**src/rtl/row_sampler_pkg.sv**
```systemverilog
// Shared types for the row sampler: FSM state, RGB pixel layout and marker colour.
package row_sampler_pkg;

  typedef enum logic [1:0] {
    IDLE    = 2'd0,
    CAPTURE = 2'd1,
    DRAIN   = 2'd2
  } state_e;

  typedef struct packed {
    logic [7:0] r;
    logic [7:0] g;
    logic [7:0] b;
  } rgb_t;

  localparam rgb_t MARK_COLOR = '{r: 8'hFF, g: 8'h00, b: 8'h00};

endpackage

```
**src/rtl/row_sampler_buf.sv**
```systemverilog
// Bin-average buffer: simple dual-port RAM with a registered, enable-gated read port.
module row_sampler_buf
  import row_sampler_pkg::*;
#(
  parameter  int unsigned DEPTH = 80,
  localparam int unsigned AW    = $clog2(DEPTH)
) (
  input  logic          clk,
  input  logic          rst_n,
  input  logic          wr_en,
  input  logic [AW-1:0] wr_addr,
  input  rgb_t          wr_data,
  input  logic          rd_en,
  input  logic [AW-1:0] rd_addr,
  output rgb_t          rd_data
);

  rgb_t mem [DEPTH];

  always_ff @(posedge clk) begin
    if (wr_en) mem[wr_addr] <= wr_data;
  end

  // Read register holds its value when not enabled so the stream payload stays stable under stall.
  always_ff @(posedge clk or negedge rst_n) begin
    if (!rst_n)     rd_data <= '0;
    else if (rd_en) rd_data <= mem[rd_addr];
  end

endmodule

```
**src/rtl/row_sampler.sv**
```systemverilog
// Row sampler: 1-cycle video passthrough plus bin averaging of one scan row per frame, drained over valid/ready.
// Define ROW_SAMPLER_MARK_EN to paint passthrough pixels of the scan row red (sampling still uses data_i).
module row_sampler
  import row_sampler_pkg::*;
#(
  parameter  int unsigned H_ACTIVE = 1280,
  parameter  int unsigned V_ACTIVE = 720,
  parameter  int unsigned SCAN_ROW = 360,
  parameter  int unsigned BIN_LOG2 = 4,
  localparam int unsigned NUM_BINS = H_ACTIVE >> BIN_LOG2,
  localparam int unsigned IDX_W    = $clog2(NUM_BINS)
) (
  input  logic             clk,
  input  logic             rst_n,
  input  logic [23:0]      data_i,
  input  logic             vde_i,
  input  logic             hsync_i,
  input  logic             vsync_i,
  output logic [23:0]      data_o,
  output logic             vde_o,
  output logic             hsync_o,
  output logic             vsync_o,
  output logic [23:0]      bin_data_o,
  output logic [IDX_W-1:0] bin_idx_o,
  output logic             bin_valid_o,
  input  logic             bin_ready_i,
  output logic             frame_done_o,
  output logic             overrun_o
);

  localparam int unsigned XW = $clog2(H_ACTIVE + 1);
  localparam int unsigned YW = $clog2(V_ACTIVE + 1);
  localparam int unsigned AW = 8 + BIN_LOG2;
  localparam int unsigned PW = IDX_W + 1;

  state_e           state;
  logic [XW-1:0]    x;
  logic [YW-1:0]    y;
  rgb_t             px;
  logic             vde_rise, vde_fall, vsync_rise;
  logic             in_row, row_start, cap, bin_first, bin_last;
  logic [AW-1:0]    acc_r, acc_g, acc_b;
  logic             wr_en;
  logic [IDX_W-1:0] wr_addr;
  rgb_t             wr_data, rd_data;
  logic [PW-1:0]    ptr;
  logic             load, xfer;

  // The registered control outputs double as the previous-cycle copies for edge detection.
  assign px         = data_i;
  assign vde_rise   = vde_i & ~vde_o;
  assign vde_fall   = ~vde_i & vde_o;
  assign vsync_rise = vsync_i & ~vsync_o;
  assign in_row     = (y == YW'(SCAN_ROW));
  assign row_start  = vde_rise & in_row;
  assign cap        = vde_i & (x < XW'(H_ACTIVE)) &
                      ((state == CAPTURE) | ((state == IDLE) & row_start));
  assign bin_first  = (x[BIN_LOG2-1:0] == '0);
  assign bin_last   = &x[BIN_LOG2-1:0];

  always_ff @(posedge clk or negedge rst_n) begin
    if (!rst_n) begin
      data_o  <= '0;
      vde_o   <= 1'b0;
      hsync_o <= 1'b0;
      vsync_o <= 1'b0;
    end else begin
      vde_o   <= vde_i;
      hsync_o <= hsync_i;
      vsync_o <= vsync_i;
`ifdef ROW_SAMPLER_MARK_EN
      data_o  <= (vde_i && in_row) ? MARK_COLOR : data_i;
`else
      data_o  <= data_i;
`endif
    end
  end

  // Pixel position; both counters saturate so overlong lines/frames cannot alias onto the scan row.
  always_ff @(posedge clk or negedge rst_n) begin
    if (!rst_n) begin
      x <= '0;
      y <= '0;
    end else begin
      if (!vde_i)                      x <= '0;
      else if (x != XW'(H_ACTIVE))     x <= x + 1'b1;
      if (vsync_rise)                  y <= '0;
      else if (vde_fall && y != YW'(V_ACTIVE)) y <= y + 1'b1;
    end
  end

  always_ff @(posedge clk or negedge rst_n) begin
    if (!rst_n) begin
      acc_r   <= '0;
      acc_g   <= '0;
      acc_b   <= '0;
      wr_en   <= 1'b0;
      wr_addr <= '0;
    end else begin
      wr_en <= cap & bin_last;
      if (cap) begin
        if (bin_first) begin
          acc_r <= AW'(px.r);
          acc_g <= AW'(px.g);
          acc_b <= AW'(px.b);
        end else begin
          acc_r <= acc_r + AW'(px.r);
          acc_g <= acc_g + AW'(px.g);
          acc_b <= acc_b + AW'(px.b);
        end
        if (bin_last) wr_addr <= IDX_W'(x >> BIN_LOG2);
      end
    end
  end

  // Completed bin sum is written the cycle after its last pixel.
  assign wr_data = '{r: 8'(acc_r >> BIN_LOG2),
                     g: 8'(acc_g >> BIN_LOG2),
                     b: 8'(acc_b >> BIN_LOG2)};

  // Fetch the next bin whenever the output slot is empty or being consumed this cycle.
  assign xfer = bin_valid_o & bin_ready_i;
  assign load = (state == DRAIN) & (ptr != PW'(NUM_BINS)) & (~bin_valid_o | bin_ready_i);

  row_sampler_buf #(
    .DEPTH (NUM_BINS)
  ) u_buf (
    .clk     (clk),
    .rst_n   (rst_n),
    .wr_en   (wr_en),
    .wr_addr (wr_addr),
    .wr_data (wr_data),
    .rd_en   (load),
    .rd_addr (IDX_W'(ptr)),
    .rd_data (rd_data)
  );

  assign bin_data_o = rd_data;

  always_ff @(posedge clk or negedge rst_n) begin
    if (!rst_n) begin
      state        <= IDLE;
      ptr          <= '0;
      bin_valid_o  <= 1'b0;
      bin_idx_o    <= '0;
      frame_done_o <= 1'b0;
      overrun_o    <= 1'b0;
    end else begin
      frame_done_o <= 1'b0;
      overrun_o    <= 1'b0;
      if (load) begin
        bin_valid_o <= 1'b1;
        bin_idx_o   <= IDX_W'(ptr);
        ptr         <= ptr + 1'b1;
      end else if (xfer) begin
        bin_valid_o <= 1'b0;
      end
      case (state)
        IDLE: begin
          if (row_start) begin
            state <= CAPTURE;
            ptr   <= '0;
          end
        end
        CAPTURE: begin
          if (vde_fall) state <= DRAIN;
        end
        DRAIN: begin
          if (row_start) overrun_o <= 1'b1;
          if (xfer && ptr == PW'(NUM_BINS)) begin
            state        <= IDLE;
            frame_done_o <= 1'b1;
          end
        end
        default: state <= IDLE;
      endcase
    end
  end

endmodule

```
**config.mk**
```make
export PLATFORM = sky130hd
export DESIGN_NAME = row_sampler
export DESIGN_NICKNAME = d
export VERILOG_FILES = /design/src/rtl/row_sampler_pkg.sv /design/src/rtl/row_sampler_buf.sv /design/src/rtl/row_sampler.sv
export SDC_FILE = /design/constraint.sdc
export NUM_CORES = 2
export LEC_CHECK = 0
export CORE_ASPECT_RATIO = 0.8
export CORE_UTILIZATION = 56
export CTS_CLUSTER_SIZE = 14
export DETAILED_ROUTE_END_ITERATION = 12
export PLACE_DENSITY = 0.86
export SYNTH_ARGS = -nofsm -noshare
export SYNTH_HDL_FRONTEND = slang
export SYNTH_SLANG_ARGS = --single-unit
```
**constraint.sdc**
```tcl
create_clock -name clk -period 3.1 [get_ports clk]
set_clock_uncertainty 0.15 [all_clocks]
set_input_delay 0.31 -clock clk [delete_from_list [all_inputs] [get_ports clk]]
set_output_delay 0.31 -clock clk [all_outputs]
set_load 0.05 [all_outputs]
```
==> results.yml <==
synthesis:
  ys_ff_latch: 2056
  synth_compound_area_share_pct: 2.69
  syn_avg_cell_area_sq_um: 20.8
  synthFlopType: "sky130_fd_sc_hd__edfxtp_1"
  synth_seq_area_share_pct: 76.3
  cell_area_synth_sq_um: 80000
  synth-xor-area-share_pct: 0.350
  ys_async_sr_fraction_pct: 6.61
  post_synth_num_cell_types: 60
  post_synth_edffs: 1920
  synth_top_family_by_area: "multiplexers"
  post_synth_fa_ha_maj_area_fraction_pct: 0.544
  synthesis.instances: 3843
  post_synth_and_or_nand_nor_area_fraction_pct: 3.22
  synth.net_count: 3906
  post_synth_mux_area_share_pct: 15.6
  yosys_warnings: 0
timing:
  hold_slack_ns: 0.0413
  finalWorstPathRequiredPeriod_ns: 3.19
  timing.setup.tns_ns: -0.466
  setup_viol_count_final: 14
  clock.fmax_ghz: 0.314
  timing_max_transition_violations_final: 0
  layout_setup_ws_ns: -0.0869
  layout_worst_path_cycle_share_pct: 103
  slew_at_the_pin_closest_to_its_max_slew_limit_ns: 1.21
  final-hold-violation-count: 0
  slew_headroom_pct: 19.1
status:
  failed_checks: "negative setup slack"
  run_status: "complete, but fails checks"
finish:
  drive_gt1_share_pct: 26.5
  mostFrequentLayoutCells: "1920 x sky130_fd_sc_hd__edfxtp_1, 500 x sky130_fd_sc_hd__mux4_2, 229 x sky130_fd_sc_hd__buf_4, 209 x sky130_fd_sc_hd__nand2_1, 181 x sky130_fd_sc_hd__clkbuf_16"
  mostFrequentLayoutCell: "sky130_fd_sc_hd__edfxtp_1"
  design.final.nets: 4296
  final_cell_count_no_fill: 6245
  finish.utilization_pct: 64.6
  synthToLayoutAreaGrowth_pct: 14.0
flow_run:
  max_cap_viol_count: 0
power_and_ir_drop:
  p_leak_nw: 25.9
  pwr_density_cell_nw_per_um2: 731
  ir_drop_mv: 0.900
floorplanning:
  y_dimension_of_the_die_um: 340
  design.portCount: 91
  floorplan.die_area_sq_um: 144000
  placement_rows: 123
  start_util_pct: 56.7
  coreArea_sq_um: 141000
  dieWidth_um: 425
worst_hold_path:
  min_path_cells: 2
  hold_path.class: "in -> reg"
global_routing:
  grtUsageTotal_pct: 34.1
  globalRouteOverflowTotal: 0
  number_of_global_route_vias_before_repair: 46320
  grt_start_max_net_pins: 82
  antenna_found_initial: 8
  first_pass_grt_wire_length_mm: 342
clock_network:
  path_clk_slew_ns: 0.07
  worstSkewPairLatency_ns: 0.86
  cts.sink_count: 2056
  cts_htree_levels: 4
  cts_buffers: 174
  clock_tree.root_cell: "sky130_fd_sc_hd__clkbuf_16"
  ctsLongestPathBuffers: 3
  tritoncts: "yes"
setup_path:
  critPathLaunchType: "flop"
  reg2regPathDepth: 7
  critical_path_data_required_time_ns: 3.67
  cp-end-kind: "flop"
  cp_max_fo: 26
  crit_type: "reg -> reg"
  crit_arrival_ns: 3.75
routing:
  drt_pre_antenna_iters: 6
  initialDrtViolationCount: 9306
  drtAntennaViolNets: 0
  wirelength_mm: 250
  avgViaCountPerCell: 7.46
  drc_errors: 0
  wl_per_cell_um: 40.0
  route.vias.total: 46598
placed_design:
  placement.io_buffers: 90
  pre_cts_ws_ns: -0.316
  post-dp-hpwl_mm: 124
  place.detailed.instances: 5887
  gpl.final_weighted_congestion: 0.868
-- path summary, 6_finish.rpt --
check / from / slack (ns) / end
max: ptr[0]$_DFF_PN0_ / -0.09 / u_buf.rd_data[7]$_DFFE_PN0N_
min: vde_i / 0.04 / vde_o$_DFF_PN0_
max reg2reg: ptr[0]$_DFF_PN0_ / -0.09 / u_buf.rd_data[7]$_DFFE_PN0N_
min reg2reg: acc_r[2]$_DFFE_PN0P_ / 0.36 / acc_r[2]$_DFFE_PN0P_
max in group asynchronous: rst_n / 1.92 / ptr[0]$_DFF_PN0_
min in group asynchronous: rst_n / 0.47 / acc_r[7]$_DFFE_PN0P_
-- stage by stage --
step | power [mW] | instance area (sq um)
3_3_place_gp | 44.0 | 85400
2_1_floorplan | 39.3 | 80000
6_report | 66.7 | 91300
5_1_grt | 67.7 | 91300
4_1_cts | 65.6 | 91100
3_5_place_dp | 44.3 | 85400
-- state kept, by name, summed over array words and instances (netlist names), 8 cells and up --
signal         count
acc_b             12
acc_r             12
data_o            24
u_buf.rd_data     24
ptr                8
acc_g             12
u_buf.mem       1920
y                 10
x                 11
-- kinds of logic after synthesis --
logic type,count (synthesis)
multiplexers,618
adder cells (fa/ha/maj),33
flip-flops,2056
AND/OR/NAND/NOR,561
AO/OA/AOI/OAI,324
XOR/XNOR,32
buffers and inverters,219
-- cell usage after synthesis (all sizes together) (10+ instances only) --
cell type	instances	area [sq um]
xor2	18	158
dfrtp	136	3400
nand4	17	106
a211oi	53	398
nand2	209	785
o211ai	16	120
mux4	500	11300
o21ai	63	315
xnor2	14	123
o22ai	34	213
a22o	10	87.6
clkbuf	78	293
nor3	22	110
mux2	10	113
nor2b	46	288
and2	31	194
a31oi	19	119
a22oi	20	150
nand3	31	155
buf	119	702
nor2	152	573
a21oi	47	235
o221ai	11	96.3
a221oi	15	131
mux2i	108	1080
nand2b	17	106
ha	30	375
edfxtp	1920	57700
a21o	10	75.1
inv	22	82.6
-- routing by layer --
layer	GRT usage (%)	up-vias	share of wire, %
met5	0	-	0.020
met4	21.3	6	7.9
met3	10.8	1329	15
met2	53.5	5612	47
met1	41.4	23048	30
li1	-	16603	-
-- what timing repair did --
action / in CTS / in global routing
setup buffers: 6 / 8
resized for setup: 22 / 23
pin swaps: 2 / 0
gates cloned: 0 / 1
hold endpoints to repair: 163 / 0
setup endpoints to repair: 19 / 21
hold buffers: 30 / 0
-- power breakdown --
group	switching, mW	internal (mW)	total (mW)
registers	0.521	30.1	30.6
logic	8.96	5.52	14.5
clock network	10.3	11.3	21.6
total	19.8	46.9	66.7
-- layout make-up --
class                      instances  area, sq um
fill                            8205        50000
antenna                            2         5.00
clock buffer                     286         5040
multi-input combinational       1568        18300
clock inverter                    25          210
inverter                          22         82.6
sequential                      2056        61100
timing repair buffer             411         4200
tap                             1875         2350
-- critical path, cell delays in order (launching register included) --
cell                       delay, ns
sky130_fd_sc_hd__dfrtp_4        0.45
sky130_fd_sc_hd__buf_12         0.15
sky130_fd_sc_hd__buf_12         0.24
sky130_fd_sc_hd__mux4_2         0.54
sky130_fd_sc_hd__a221oi_1       0.68
sky130_fd_sc_hd__o21ai_0        0.34
sky130_fd_sc_hd__and3_1         0.25
sky130_fd_sc_hd__a32o_1         0.27
No activity file was read; power rests on OpenSTA's default activity.
